<file path="src/rtl/gpo_pad_ctrl_pkg.sv">
// Shared types and encodings for the GPO pad controller: FSM states,
// pad mode / drive-strength codes and the mode-to-pad-disable mapping.
package gpo_pad_ctrl_pkg;

    typedef enum logic [2:0] {
        ST_ACTIVE    = 3'd0,
        ST_QUIESCE   = 3'd1,
        ST_APPLY     = 3'd2,
        ST_WAIT_BIAS = 3'd3,
        ST_SETTLE    = 3'd4
    } gpo_state_e;

    localparam logic [1:0] MODE_PP  = 2'b00;
    localparam logic [1:0] MODE_OD  = 2'b01;
    localparam logic [1:0] MODE_OS  = 2'b10;
    localparam logic [1:0] MODE_DIS = 2'b11;

    localparam logic [1:0] DS_OFF  = 2'b00;
    localparam logic [1:0] DS_LOW  = 2'b01;
    localparam logic [1:0] DS_MID  = 2'b10;
    localparam logic [1:0] DS_HIGH = 2'b11;

    localparam int SETTLE_W = 8;
    localparam int BIAS_W   = 16;

    // Returns {odp, odn}: odp disables the high-side driver, odn the low-side one.
    function automatic logic [1:0] mode_to_od(input logic [1:0] mode);
        logic [1:0] od;
        case (mode)
            MODE_PP:  od = 2'b00;
            MODE_OD:  od = 2'b10;
            MODE_OS:  od = 2'b01;
            MODE_DIS: od = 2'b11;
            default:  od = 2'b11;
        endcase
        return od;
    endfunction

endpackage

</file>
<file path="src/rtl/gpo_pad_ctrl_sync.sv">
// Two-flop synchroniser for single-bit asynchronous status inputs.
module gpo_sync2 (
    input  logic clk,
    input  logic rstn,
    input  logic d,
    output logic q
);

    logic meta_r;
    logic sync_r;

    // Double-register the asynchronous input, cleared by the synchronous reset.
    always_ff @(posedge clk) begin
        if (!rstn) begin
            meta_r <= 1'b0;
            sync_r <= 1'b0;
        end else begin
            meta_r <= d;
            sync_r <= meta_r;
        end
    end

    assign q = sync_r;

endmodule

</file>
<file path="src/rtl/gpo_pad_ctrl.sv">
// GPO pad controller: sequences pad reconfiguration with OE quiet windows,
// waits for the bias generator and flags bias faults.
module gpo_pad_ctrl
    import gpo_pad_ctrl_pkg::*;
#(
    parameter int unsigned SETTLE_CYC = 4,
    parameter int unsigned BIAS_TO    = 255
) (
    input  logic       CLK_I,
    input  logic       RSTN_I,
    input  logic       CFG_VALID_I,
    output logic       CFG_READY_O,
    input  logic [1:0] CFG_DS_I,
    input  logic       CFG_SR_I,
    input  logic       CFG_CO_I,
    input  logic [1:0] CFG_MODE_I,
    input  logic       DATA_I,
    input  logic       EN_I,
    input  logic       BIAS_OK_I,
    output logic       DO_O,
    output logic       SR_O,
    output logic       CO_O,
    output logic       OE_O,
    output logic       ODP_O,
    output logic       ODN_O,
    output logic [1:0] DS_O,
    output logic       BUSY_O,
    output logic       BIAS_ERR_O
);

    localparam logic [SETTLE_W-1:0] SETTLE_LAST = SETTLE_W'(SETTLE_CYC - 1);
    localparam logic [BIAS_W-1:0]   BIAS_LAST   = BIAS_W'(BIAS_TO - 1);

    gpo_state_e            state_r, state_next_s;
    logic [SETTLE_W-1:0]   settle_cnt_r;
    logic [BIAS_W-1:0]     bias_cnt_r;
    logic [1:0]            cap_ds_r, cap_mode_r;
    logic                  cap_sr_r, cap_co_r;
    logic [1:0]            ds_r;
    logic                  sr_r, co_r, do_r, oe_r, odp_r, odn_r;
    logic                  err_r, ready_r, busy_r;
    logic                  bias_s, accept_s, settle_done_s, bias_to_s, timeout_s;

    gpo_sync2 u_bias_sync (
        .clk  (CLK_I),
        .rstn (RSTN_I),
        .d    (BIAS_OK_I),
        .q    (bias_s)
    );

    // Next-state decode and per-cycle event flags.
    always_comb begin
        state_next_s  = state_r;
        accept_s      = CFG_VALID_I & ready_r;
        settle_done_s = (settle_cnt_r == SETTLE_LAST);
        bias_to_s     = (bias_cnt_r == BIAS_LAST);
        timeout_s     = (state_r == ST_WAIT_BIAS) & ~bias_s & bias_to_s;
        case (state_r)
            ST_ACTIVE: begin
                if (accept_s) state_next_s = ST_QUIESCE;
                else          state_next_s = ST_ACTIVE;
            end
            ST_QUIESCE: begin
                if (settle_done_s) state_next_s = ST_APPLY;
                else               state_next_s = ST_QUIESCE;
            end
            ST_APPLY: begin
                if (cap_ds_r != DS_OFF) state_next_s = ST_WAIT_BIAS;
                else                    state_next_s = ST_SETTLE;
            end
            ST_WAIT_BIAS: begin
                if (bias_s || bias_to_s) state_next_s = ST_SETTLE;
                else                     state_next_s = ST_WAIT_BIAS;
            end
            ST_SETTLE: begin
                if (settle_done_s) state_next_s = ST_ACTIVE;
                else               state_next_s = ST_SETTLE;
            end
            default: state_next_s = ST_ACTIVE;
        endcase
    end

    // State register, handshake flags and the settle / bias-timeout counters.
    always_ff @(posedge CLK_I) begin
        if (!RSTN_I) begin
            state_r      <= ST_ACTIVE;
            ready_r      <= 1'b1;
            busy_r       <= 1'b0;
            settle_cnt_r <= '0;
            bias_cnt_r   <= '0;
        end else begin
            state_r <= state_next_s;
            ready_r <= (state_next_s == ST_ACTIVE);
            busy_r  <= (state_next_s != ST_ACTIVE);
            if ((state_r == ST_QUIESCE || state_r == ST_SETTLE) && !settle_done_s)
                settle_cnt_r <= settle_cnt_r + 8'd1;
            else
                settle_cnt_r <= '0;
            if (state_r == ST_WAIT_BIAS && !bias_s && !bias_to_s)
                bias_cnt_r <= bias_cnt_r + 16'd1;
            else
                bias_cnt_r <= '0;
        end
    end

    // Request capture and pad configuration; a bias timeout strips the drive strength.
    always_ff @(posedge CLK_I) begin
        if (!RSTN_I) begin
            cap_ds_r   <= DS_OFF;
            cap_sr_r   <= 1'b0;
            cap_co_r   <= 1'b0;
            cap_mode_r <= MODE_PP;
            ds_r       <= DS_OFF;
            sr_r       <= 1'b0;
            co_r       <= 1'b0;
            odp_r      <= 1'b0;
            odn_r      <= 1'b0;
        end else begin
            if (accept_s) begin
                cap_ds_r   <= CFG_DS_I;
                cap_sr_r   <= CFG_SR_I;
                cap_co_r   <= CFG_CO_I;
                cap_mode_r <= CFG_MODE_I;
            end
            if (state_r == ST_APPLY) begin
                ds_r           <= cap_ds_r;
                sr_r           <= cap_sr_r;
                co_r           <= cap_co_r;
                {odp_r, odn_r} <= mode_to_od(cap_mode_r);
            end else if (timeout_s) begin
                ds_r <= DS_OFF;
            end
        end
    end

    // Data path, output enable gating and the sticky bias fault (accept clears first).
    always_ff @(posedge CLK_I) begin
        if (!RSTN_I) begin
            do_r  <= 1'b0;
            oe_r  <= 1'b0;
            err_r <= 1'b0;
        end else begin
            do_r <= DATA_I;
            if (state_r == ST_ACTIVE && !accept_s)
                oe_r <= EN_I & ((ds_r == DS_OFF) | bias_s);
            else
                oe_r <= 1'b0;
            if (accept_s)
                err_r <= 1'b0;
            else if (state_r == ST_ACTIVE && ds_r != DS_OFF && !bias_s)
                err_r <= 1'b1;
            else if (timeout_s)
                err_r <= 1'b1;
        end
    end

    assign CFG_READY_O = ready_r;
    assign BUSY_O      = busy_r;
    assign BIAS_ERR_O  = err_r;
    assign DO_O        = do_r;
    assign OE_O        = oe_r;
    assign SR_O        = sr_r;
    assign CO_O        = co_r;
    assign ODP_O       = odp_r;
    assign ODN_O       = odn_r;
    assign DS_O        = ds_r;

endmodule

</file>
<file path="config.mk">
export PLATFORM = sky130hd
export DESIGN_NAME = gpo_pad_ctrl
export DESIGN_NICKNAME = d
export VERILOG_FILES = /design/src/rtl/gpo_pad_ctrl_pkg.sv /design/src/rtl/gpo_pad_ctrl_sync.sv /design/src/rtl/gpo_pad_ctrl.sv
export SDC_FILE = /design/constraint.sdc
export NUM_CORES = 1
export LEC_CHECK = 0
export CAP_MARGIN = 20
export CORE_ASPECT_RATIO = 1.25
export CORE_MARGIN = 2
export CORE_UTILIZATION = 35
export DETAILED_ROUTE_END_ITERATION = 16
export SLEW_MARGIN = 20
export SYNTH_ARGS = -nofsm -noshare
export SYNTH_HDL_FRONTEND = slang
export SYNTH_HIERARCHICAL = 1
export SYNTH_SLANG_ARGS = --single-unit
</file>
<file path="constraint.sdc">
create_clock -name CLK_I -period 3.7 [get_ports CLK_I]
set_input_delay 0.555 -clock CLK_I [delete_from_list [all_inputs] [get_ports CLK_I]]
set_output_delay 0.555 -clock CLK_I [all_outputs]
set_load 0.01 [all_outputs]
</file>
==> impl_results.md, run 1 <==
- Status: completed
- TritonCTS buffer count: 5
- Worst r2r src: bias_cnt_r[0]$_SDFF_PN0_
- Seq/Total Area, Yosys: between 40% and 50%
- Leak: between 0.0007 and 0.0008 uW
- Post-synth EDFFs: 0
- Top cells by count, synth: 46 x dfxtp_1, 37 x nor2_1, 31 x nand2_1
- Seq cells post-synth: between 40 and 50
- Setup crit end kind: output port
- Finish-stage setup viols: 0
- Sequential cell area: a little over 900 sq um
- I/O Buffers: 22
- RR Endpoint: bias_cnt_r[5]$_SDFF_PN0_
- Setup WS post-layout: approximately 1.7 ns
- Number of fill cells: 567
- Rel. slew slack: roughly 52%
- WS Path Type: flip-flop to output port
- Die Wd: 70.3 um
- Fin crit share: between 50% and 60%
- Synth Flop Type: dfxtp_1
- Core Area: approximately 0.0054 sq mm
- Syn Inst Count: 219
- Cell Chain, Critical Path: clkdlybuf4s50_1
- Power Total: approximately 880 uW
- Dpl hpwl: approximately 2500 um
- Critical path launch point type: flip-flop
- Antenna violations before repair: 0
- CTS tree: built
- First-pass GRT wire length: 6340 um
- DP Worst Slack: 1.50 ns
- Yosys top cell by area: dfxtp_1
- CP top delay family: buffers and inverters
- Post-synthesis instance area: roughly 0.0019 sq mm
- Crit-path slowest cell: clkdlybuf4s50_1
- Top post-synthesis cells by area: dfxtp_1 48%, nor2_1 7.2%, nand2_1 6.0%
- Area of the multi-input gates: 957 sq um
- Post-CTS sizing: 0
- Initial Utilization: a little over a third
- Share of layout cells above drive strength 1: slightly below 5%
- Most numerous cell in the Yosys netlist: dfxtp_1
- Min-delay worst type: flip-flop to flip-flop
- Total number of vias: between 1,000 and 1,500
- Hold Path End: u_bias_sync/q$_SDFF_PN0_
- ANT nets after route: 0
- Vias in the first global route: between 1,000 and 1,500
- H-tree depth: 2
- Worst Tran Pin Value: 0.712 ns
- Pin count of the biggest net entering global routing: 20
- Drt first pass iters: 4
- Synth warnings: 6
- Setup_tns: 0 ns
- Slew Viols, Final: 0
- CTS Root Cell: clkbuf_8
- Congestion Overflow GR: 0
- RSZ-0062 raised after global routing: false
- Max-cap violations: 0
- Max stage delay on crit path: around 0.6 ns
- Buf/Inv on CP: 1
- Distinct cells, synth: 34
- WL final: approximately 3400 um
- Gr usage total: 12.8%
- Routability congestion estimate from global placement: ~0.74
- Clock buffer depth: 2
- Row count: 30
- Post-CTS setup buffer count: 0
- Worst Path Required: 3.14 ns
- Nets@finish: roughly 260
- Layout area overhead: 18.6%
- Min-Delay Path Depth: 1
- Later-pin clock latency in the skew report: 0.30 ns
- CP arrival: ~1.4 ns
- CP max FO: 9
- Synth async-reset ratio: 0%
- Antenna cells: 0
- Height of the chip: 86.9 um
- Crit path time final: between 1.5 and 2 ns
- Clock skew: between 0.009 and 0.01 ns
- Drt wl/cell: between 10 and 15 um
- HP Start: u_bias_sync/meta_r$_SDFF_PN0_
- Post-CTS Hold Fix Bufs: 0
- Syn_area_per_cell: about 8.8 sq um
- Die Area: slightly above 0.006 sq mm
- Mapped Nets: about 230
- FF-to-FF path depth: 7
- DR vias/cell: about 4.9
- Worst R2R Setup Slack: 1.94 ns
- Max IR drop VDD: ~240 uV
- Pwr Density: 384 mW/mm^2
- IO Count: 23
- Drt drc: 0
- DR iter-0 viols: 48
- Hold Fails Final Rpt: 0
- Reg clk slew, reported paths: 0.09 ns
- Synth top area share: between 40 and 50%
- Sinks on Clock Net: between 40 and 50
- F_max: 0.508 GHz
[stage by stage]
stage,instance area (sq um),hold slack (ns),utilization (%),std cells
2_1_floorplan,1920,0.412,-,219
3_3_place_gp,2190,0.428,40.8,299
3_5_place_dp,2190,0.439,40.8,299
4_1_cts,2280,0.462,42.5,307
5_1_grt,2280,0.496,42.5,307
6_report,2280,0.456,42.5,307
[cells in the final DEF (no fill, tap or decap), types with 2 or more instances in the layout]
master	n
clkdlybuf4s50_1	22
clkbuf_8	5
and4_4	2
a21boi_0	10
clkinvlp_4	2
xor2_1	12
o21ai_0	3
a21oi_1	2
and3_1	5
nand3_1	17
nand2b_1	2
nand4_1	4
and2_1	6
a31oi_1	2
dfxtp_1	46
nor2b_1	2
nor3_1	4
nor2_1	37
ha_1	3
xnor2_1	9
nor4b_1	2
inv_1	3
nand2_1	31
[cell families (layout without fill, tap and decap cells)]
family	Yosys count	count (layout)	share of synthesized area, %
AOI/OAI and AO/OA	21	21	7.54
xor gates and xnor gates	21	21	9.56
adders and majority gates	3	3	1.95
buffers and inverters	9	33	2.41
DFF	46	46	47.9
and+or+nand+nor	119	119	30.7
[cell type report]
cell class	count	share of cell area, %
Clock inverter	3	1.04
Inverter	3	0.493
Clock buffer	5	3.02
Tap cell	64	3.51
Multi-Input combinational cell	164	41.9
Sequential cell	46	40.4
Timing Repair Buffer	22	9.65
[registers in the layout, indices dropped and copies added, names as in the netlist, 2 cells and up]
| signal | cells |
|---|---|
| bias_cnt_r | 16 |
| settle_cnt_r | 8 |
| state_r | 3 |
| DS_O | 2 |
| cap_ds_r | 2 |
| cap_mode_r | 2 |
[worst register-to-register path, cell delays in order, from the launching register on]
cell	delay, ns
dfxtp_1	0.39
inv_1	0.06
ha_1	0.19
nor4b_1	0.14
and4_4	0.20
nor4b_4	0.29
nand2_2	0.24
nor2_1	0.18
[per-layer routing]
layer / vias up / global-route usage (%) / share of wire, %
li1: 782 / - / -
met1: 689 / 15.4 / 46
met2: 22 / 22.1 / 49
met3: 6 / 3.59 / 4.0
met4: 0 / 4.20 / 1.1
met5: - / 0 / 0
[power breakdown]
| group | internal, uW | total (uW) | switching, uW |
|---|---|---|---|
| Clock | 135 | 311 | 176 |
| Sequential | 505 | 516 | 11.1 |
| Combinational | 28.4 | 49.9 | 21.6 |
| Total | 669 | 877 | 209 |
[worst max-delay path by stage]
stage                     depth (start not counted)                      from  slack, ns                         end
final                                             1    CFG_READY_O$_SDFF_PN1_       1.73                 CFG_READY_O
after global routing                              1    CFG_READY_O$_SDFF_PN1_       1.67                 CFG_READY_O
after CTS                                         1    CFG_READY_O$_SDFF_PN1_       1.70                 CFG_READY_O
after detailed placement                          3                    RSTN_I       1.50  settle_cnt_r[6]$_SDFF_PN0_
after global placement                            3                    RSTN_I       1.55  settle_cnt_r[5]$_SDFF_PN0_
after floorplan                                   7  bias_cnt_r[0]$_SDFF_PN0_       2.07      CFG_READY_O$_SDFF_PN1_
Note: power is estimated with default switching activity, not from simulation.
==> inputs of run 2 (changes only) <==
==> constraint.sdc (replaced) <==
create_clock -name CLK_I -period 1.6 [get_ports CLK_I]
set_input_delay 0.24 -clock CLK_I [delete_from_list [all_inputs] [get_ports CLK_I]]
set_output_delay 0.24 -clock CLK_I [all_outputs]
set_load 0.01 [all_outputs]
==> impl_results.md, run 2 (synthesis gave the netlist of run 1 again) <==
- Status: finished with violations (was completed)
- Failing checks: setup timing
- Max stage delay on crit path: 0.35 ns (was 0.60 ns)
- Later-pin clock latency in the skew report: 0.30 ns (about the same)
- Drt wl/cell: 11.2 um (about the same)
- Number of fill cells: 530 (was 567)
- Clock skew: 0.00339 ns (was 0.00950 ns)
- CP top delay family: simple AND/OR/NAND/NOR gates (was buffers and inverters)
- HP Start: u_bias_sync/meta_r$_SDFF_PN0_ (unchanged)
- Most frequent CP cell: nor4b_4
- DR vias/cell: 4.76 (was 4.88)
- Sinks on Clock Net: 46 (unchanged)
- CP max FO: 4 (was 9)
- Post-CTS Hold Fix Bufs: 0 (unchanged)
- Initial Utilization: 35.9% (unchanged)
- RR Endpoint: CFG_READY_O$_SDFF_PN1_ (was bias_cnt_r[5]$_SDFF_PN0_)
- Worst Tran Pin Value: 0.375 ns (was 0.712 ns)
- Layout area overhead: 33.2% (was 18.6%)
- Die Wd: 70.3 um (unchanged)
- Gr usage total: 13.2% (was 12.8%)
- Most frequent cells in the layout: 44 x dfxtp_1, 36 x nor2_1, 31 x nand2_1 (was 46 x dfxtp_1, 37 x nor2_1, 31 x nand2_1)
- Rel. slew slack: 74.9% (was 52.2%)
- Crit path time final: between 1.5 and 2 ns
- Hold_ws: 0.438 ns (was 0.456 ns)
- CP arrival: 1.83 ns (was 1.41 ns)
- Power Total: 2170 uW (was 877 uW)
- Cell Chain, Critical Path: inv_2 -> ha_4 -> nor4b_4 -> and4_4 -> nor4b_4 -> nor2_2 -> a41o_1 (was clkdlybuf4s50_1)
- Routability congestion estimate from global placement: 0.778 (was 0.737)
- Min-delay worst type: flip-flop to flip-flop (unchanged)
- I/O Buffers: 22 (unchanged)
- Slew Viols, Final: 0 (unchanged)
- Setup_tns: -0.0447 ns (was 0 ns)
- IO Count: 23 (unchanged)
- Setup crit end kind: flip-flop (was output port)
- CTS tree: built (unchanged)
- Placed cell area: 0.00237 sq mm (was 0.00219 sq mm)
- Congestion Overflow GR: 0 (unchanged)
- FF-to-FF path depth: 7 (unchanged)
- H-tree depth: 2 (unchanged)
- Clock buffer depth: 2 (unchanged)
- Finish-stage setup viols: 1 (was 0)
- Pwr Density: 848 mW/mm^2 (was 384 mW/mm^2)
- Design area: 0.00256 sq mm (was 0.00228 sq mm)
- Antenna cells: 0 (unchanged)
- Die Area: 0.00611 sq mm (unchanged)
- Hold Path End: u_bias_sync/q$_SDFF_PN0_ (unchanged)
- Height of the chip: 86.9 um (unchanged)
- Total number of vias: 1,584 (was 1,499)
- Largest reg by FF count: bias_cnt_r (unchanged)
- Fin crit share: 103%
- Dpl hpwl: 2770 um (was 2510 um)
- Worst Path Required: 1.79 ns (was 3.14 ns)
- Hold Fails Final Rpt: 0 (unchanged)
- Post-Route Utilization: 47.7% (was 42.5%)
- Critical path launch point type: flip-flop (unchanged)
- Drt first pass iters: 4 (unchanged)
- F_max: approximately 0.61 GHz
- Worst R2R Setup Slack: -0.04 ns (was 1.94 ns)
- Pin count of the biggest net entering global routing: 17 (was 20)
- DR iter-0 viols: 50 (was 48)
- Biggest regs: bias_cnt_r x16, settle_cnt_r x8, state_r x3 (unchanged)
- Antenna violations before repair: 0 (unchanged)
- WS Path Type: flip-flop to flip-flop (was flip-flop to output port)
- ANT nets after route: 0 (unchanged)
- Setup WS post-layout: -0.0447 ns (was 1.73 ns)
- Drt drc: 0 (unchanged)
- Vias in the first global route: 1,532 (was 1,443)
- Crit-path slowest cell: nor4b_4 (was clkdlybuf4s50_1)
- Max reg flops: 16 (unchanged)
- Max-cap violations: 0 (unchanged)
- Reg clk slew, reported paths: 0.08 ns (was 0.09 ns)
- RSZ-0062 raised after global routing: true (was false)
- Row count: 30 (unchanged)
- Leak: 0.000956 uW (was 0.000780 uW)
- TritonCTS buffer count: 5 (unchanged)
- Max IR drop VDD: 433 uV (was 242 uV)
- WL final: 3720 um (was 3450 um)
- First-pass GRT wire length: 6470 um (was 6340 um)
- Worst r2r src: bias_cnt_r[0]$_SDFF_PN0_ (unchanged)
- CTS Root Cell: clkbuf_8 (unchanged)
- Share of layout cells above drive strength 1: 17.8% (was 4.94%)
- Nets@finish: 283 (was 257)
- Commonest non-fill, non-tap cell in the layout: dfxtp_1 (unchanged)
- Buf/Inv on CP: 1 (unchanged)
- Min-Delay Path Depth: 1 (unchanged)
- Core Area: 0.00537 sq mm (unchanged)
-- run 2: through the flow --
stage                     std cells  setup WS [ns]
after global routing            333        -0.0935
after floorplan                 219         0.0156
after CTS                       332        -0.0382
after detailed placement        323        -0.0432
final                           333        -0.0447
after global placement          323        -0.0698
-- run 2: cell type report --
cell class,instances,area (sq um),share of cell area [%]
clock buffer,5,68.8,2.69
clock inverter,3,40.0,1.56
inverter,3,11.3,0.439
multi-input combinational,164,1020,39.8
sequential,46,923,36.0
tap,64,80.1,3.12
timing repair buffer,48,419,16.4
-- run 2: worst max-delay path by stage --
stage / from / endpoint / depth (start not counted)
2_1_floorplan: bias_cnt_r[0]$_SDFF_PN0_ / CFG_READY_O$_SDFF_PN1_ / 7
5_1_grt: bias_cnt_r[0]$_SDFF_PN0_ / CFG_READY_O$_SDFF_PN1_ / 7
3_5_place_dp: bias_cnt_r[8]$_SDFF_PN0_ / DS_O[1]$_SDFFE_PN0P_ / 5
3_3_place_gp: bias_cnt_r[8]$_SDFF_PN0_ / DS_O[0]$_SDFFE_PN0P_ / 5
4_1_cts: bias_cnt_r[0]$_SDFF_PN0_ / DS_O[1]$_SDFFE_PN0P_ / 7
6_report: bias_cnt_r[0]$_SDFF_PN0_ / CFG_READY_O$_SDFF_PN1_ / 7
-- run 2: worst register-to-register path: stages, from the launching register on --
cell and delay [ns]:
dfxtp_2 0.34, inv_2 0.04, ha_4 0.14, nor4b_4 0.12, and4_4 0.20, nor4b_4 0.35, nor2_2 0.11, a41o_1 0.24
-- run 2: report_power, final --
part | internal, uW | switching, uW
Combinational | 81.6 | 62.1
Clock | 460 | 382
Sequential | 1170 | 19.9
Total | 1710 | 464
-- run 2: repair_timing --
action | in CTS | in global routing
buffers inserted | 1 | 1
endpoints found under the setup margin | 19 | 24
gates resized for setup | 0 | 16
pin swaps | 1 | 9
gates cloned | 0 | 0
hold endpoints to repair | 0 | 0
-- run 2: routing by layer --
layer	up-vias	GRT usage (%)	wire, um
li1	834	-	-
met1	719	14.7	1700
met2	25	23.8	1810
met3	6	3.24	145
met4	0	5.94	73
met5	-	0	0
==> inputs of run 3 (changes only) <==
--- a/config.mk
+++ b/config.mk
@@ -6,10 +6,13 @@
 export NUM_CORES = 1
 export LEC_CHECK = 0
 export CAP_MARGIN = 20
+export CELL_PAD_IN_SITES_DETAIL_PLACEMENT = 1
+export CELL_PAD_IN_SITES_GLOBAL_PLACEMENT = 1
 export CORE_ASPECT_RATIO = 1.25
 export CORE_MARGIN = 2
 export CORE_UTILIZATION = 35
 export DETAILED_ROUTE_END_ITERATION = 16
+export PLACE_DENSITY_LB_ADDON = 0.1
 export SLEW_MARGIN = 20
 export SYNTH_ARGS = -nofsm -noshare
 export SYNTH_HDL_FRONTEND = slang
==> impl_results.md, run 3 (synthesis gave the netlist of run 1 again) <==
- Pwr Density: 846 mW/mm^2 (was 848 mW/mm^2)
- Later-pin clock latency in the skew report: 0.30 ns (about the same)
- Psw: 466 uW (was 464 uW)
- Critical path launch point type: flip-flop (unchanged)
- Area of the multi-input gates: 0.00100 sq mm (was 0.00102 sq mm)
- Crit path time final: 1.56 ns (was 1.64 ns)
- Routability congestion estimate from global placement: 0.725 (was 0.778)
- CP max FO: 3 (was 4)
- FF-to-FF path depth: 5 (was 7)
- CTS tree: built (unchanged)
- Min-Delay Path Depth: 1 (unchanged)
- Worst R2R Setup Slack: 0.04 ns (was -0.04 ns)
- Post-CTS setup buffer count: 0 (was 1)
- Net Sw Frac: 21.3% (about the same)
- Vias in the first global route: 1,669 (was 1,532)
- Post-CTS Hold Fix Bufs: 0 (unchanged)
- H-tree depth: 2 (unchanged)
- DR vias/cell: 4.83 (was 4.76)
- Pin count of the biggest net entering global routing: 17 (unchanged)
- Status: completed (was finished with violations)
- Height of the chip: 86.9 um (unchanged)
- ANT nets after route: 0 (unchanged)
- Max-cap violations: 0 (unchanged)
- Gr usage total: 15.3% (was 13.2%)
- DR iter-0 viols: 35 (was 50)
- Die Wd: 70.3 um (unchanged)
- Share of layout cells above drive strength 1: 18.8% (was 17.8%)
- Drt drc: 0 (unchanged)
- Combinational Power Share: 6.7% (was 6.6%)
- TritonCTS buffer count: 5 (unchanged)
- Power Total: 2180 uW (was 2170 uW)
- Pint: 1720 uW (was 1710 uW)
- Sequential cell area: 923 sq um (unchanged)
- Clock buffer depth: 2 (unchanged)
- Hold Path End: u_bias_sync/q$_SDFF_PN0_ (unchanged)
- Reg clk slew, reported paths: 0.08 ns (about the same)
- Leak: 0.000954 uW (was 0.000956 uW)
- F_max: 0.642 GHz (was 0.608 GHz)
- Largest reg by FF count: bias_cnt_r (unchanged)
- Finish-stage setup viols: 0 (was 1)
- Drt first pass iters: 4 (unchanged)
- Congestion Overflow GR: 0 (unchanged)
- Post-Route Utilization: 48.0% (was 47.7%)
- First-pass GRT wire length: 7560 um (was 6470 um)
- HP Start: u_bias_sync/meta_r$_SDFF_PN0_ (unchanged)
- Commonest non-fill, non-tap cell in the layout: dfxtp_1 (unchanged)
- Most frequent cells in the layout: 44 x dfxtp_1, 32 x nor2_1, 31 x nand2_1 (was 44 x dfxtp_1, 36 x nor2_1, 31 x nand2_1)
- Worst Tran Pin Value: 0.336 ns (was 0.375 ns)
- CP arrival: 1.75 ns (was 1.83 ns)
- Row count: 30 (unchanged)
- Sinks on Clock Net: 46 (unchanged)
- Reg power frac: 54.5% (was 54.7%)
- WL final: 4270 um (was 3720 um)
- RR Endpoint: DS_O[0]$_SDFFE_PN0P_ (was CFG_READY_O$_SDFF_PN1_)
- Biggest regs: bias_cnt_r x16, settle_cnt_r x8, state_r x3 (unchanged)
- Critical Path Source: bias_cnt_r[9]$_SDFF_PN0_ (was bias_cnt_r[0]$_SDFF_PN0_)
- Max IR drop VDD: 500 uV (was 433 uV)
- Nets@finish: 286 (was 283)
- Drt wl/cell: 12.7 um (was 11.2 um)
- Clock skew: 0.00379 ns (was 0.00339 ns)
- Max reg flops: 16 (unchanged)
- Placed cell count: 328 (was 323)
- Total number of vias: 1,622 (was 1,584)
- DP Worst Slack: -0.0333 ns (was -0.0432 ns)
- I/O Buffers: 22 (unchanged)
- WS Path Type: flip-flop to flip-flop (unchanged)
- IO Count: 23 (unchanged)
- Initial Utilization: 35.9% (unchanged)
- Min-delay worst type: flip-flop to flip-flop (unchanged)
- Layout area overhead: 34.0% (was 33.2%)
- Setup crit end kind: flip-flop (unchanged)
- CTS Root Cell: clkbuf_8 (unchanged)
- Slew Viols, Final: 0 (unchanged)
- Core Area: 0.00537 sq mm (unchanged)
- Final Non-Filler Cells: 336 (was 333)
- Number of fill cells: 653 (was 530)
- Antenna cells: 0 (unchanged)
- Worst r2r src: bias_cnt_r[9]$_SDFF_PN0_ (was bias_cnt_r[0]$_SDFF_PN0_)
- Fin crit share: 97.3% (was 103%)
- RSZ-0062 raised after global routing: true (unchanged)
- Hold Fails Final Rpt: 0 (unchanged)
- Rel. slew slack: 77.6% (was 74.9%)
- Antenna violations before repair: 0 (unchanged)
- Worst Path Required: 1.79 ns (about the same)
- Clock network fraction of design power: 38.9% (was 38.7%)
- Setup WS post-layout: 0.0427 ns (was -0.0447 ns)
- Dpl hpwl: 3230 um (was 2770 um)
- Die Area: 0.00611 sq mm (unchanged)
## run 3: power by group through the flow
stage	Clock, uW	Combinational, uW	Sequential [uW]
floorplan	0	72.1	1210
global placement	0	146	1220
detailed placement	0	147	1220
CTS	884	149	1190
global route	924	163	1190
finish	848	146	1190
## run 3: what timing repair did
item	4_1_cts	5_1_grt
resized for setup	4	10
pin swaps	5	5
setup endpoints to repair	18	22
## run 3: cell type report
type,count,area share [%]
Inverter,3,0.437
Sequential cell,46,35.8
Clock inverter,2,1.46
Clock buffer,6,2.81
Timing Repair Buffer,51,17.5
Multi-Input combinational cell,164,38.9
Tap cell,64,3.11
## run 3: how the worst max path moves through the flow
stage	end	slack (ns)	cells past startpoint
finish	DS_O[0]$_SDFFE_PN0P_	0.04	5
detailed placement	DS_O[0]$_SDFFE_PN0P_	-0.03	7
global route	DS_O[0]$_SDFFE_PN0P_	-0.12	5
CTS	bias_cnt_r[12]$_SDFF_PN0_	-0.002	8
floorplan	CFG_READY_O$_SDFF_PN1_	0.02	7
global placement	DS_O[1]$_SDFFE_PN0P_	0.01	7
## run 3: worst max-delay path, cell delays in order (launching register included)
cell and delay, ns:
dfxtp_1 0.34, nor4b_1 0.33, and4_4 0.32, and4b_1 0.27, o21ai_1 0.07, and2_1 0.14
## run 3: layer usage
| metal | GRT usage [%] | vias to the layer above | share of wire [%] |
|---|---|---|---|
| li1 | - | 837 | - |
| met1 | 18.1 | 757 | 44 |
| met2 | 27.5 | 22 | 52 |
| met3 | 2.89 | 6 | 3.2 |
| met4 | 5.24 | 0 | 1.5 |
| met5 | 0 | - | 0 |
## run 3: metrics by stage
step                hold slack [ns]  area, sq um  setup TNS [ns]
floorplan                     0.358         1930               0
global route                  0.481         2580          -0.954
CTS                           0.450         2540        -0.00231
finish                        0.446         2580               0
global placement              0.421         2420               0
detailed placement            0.427         2420         -0.0731
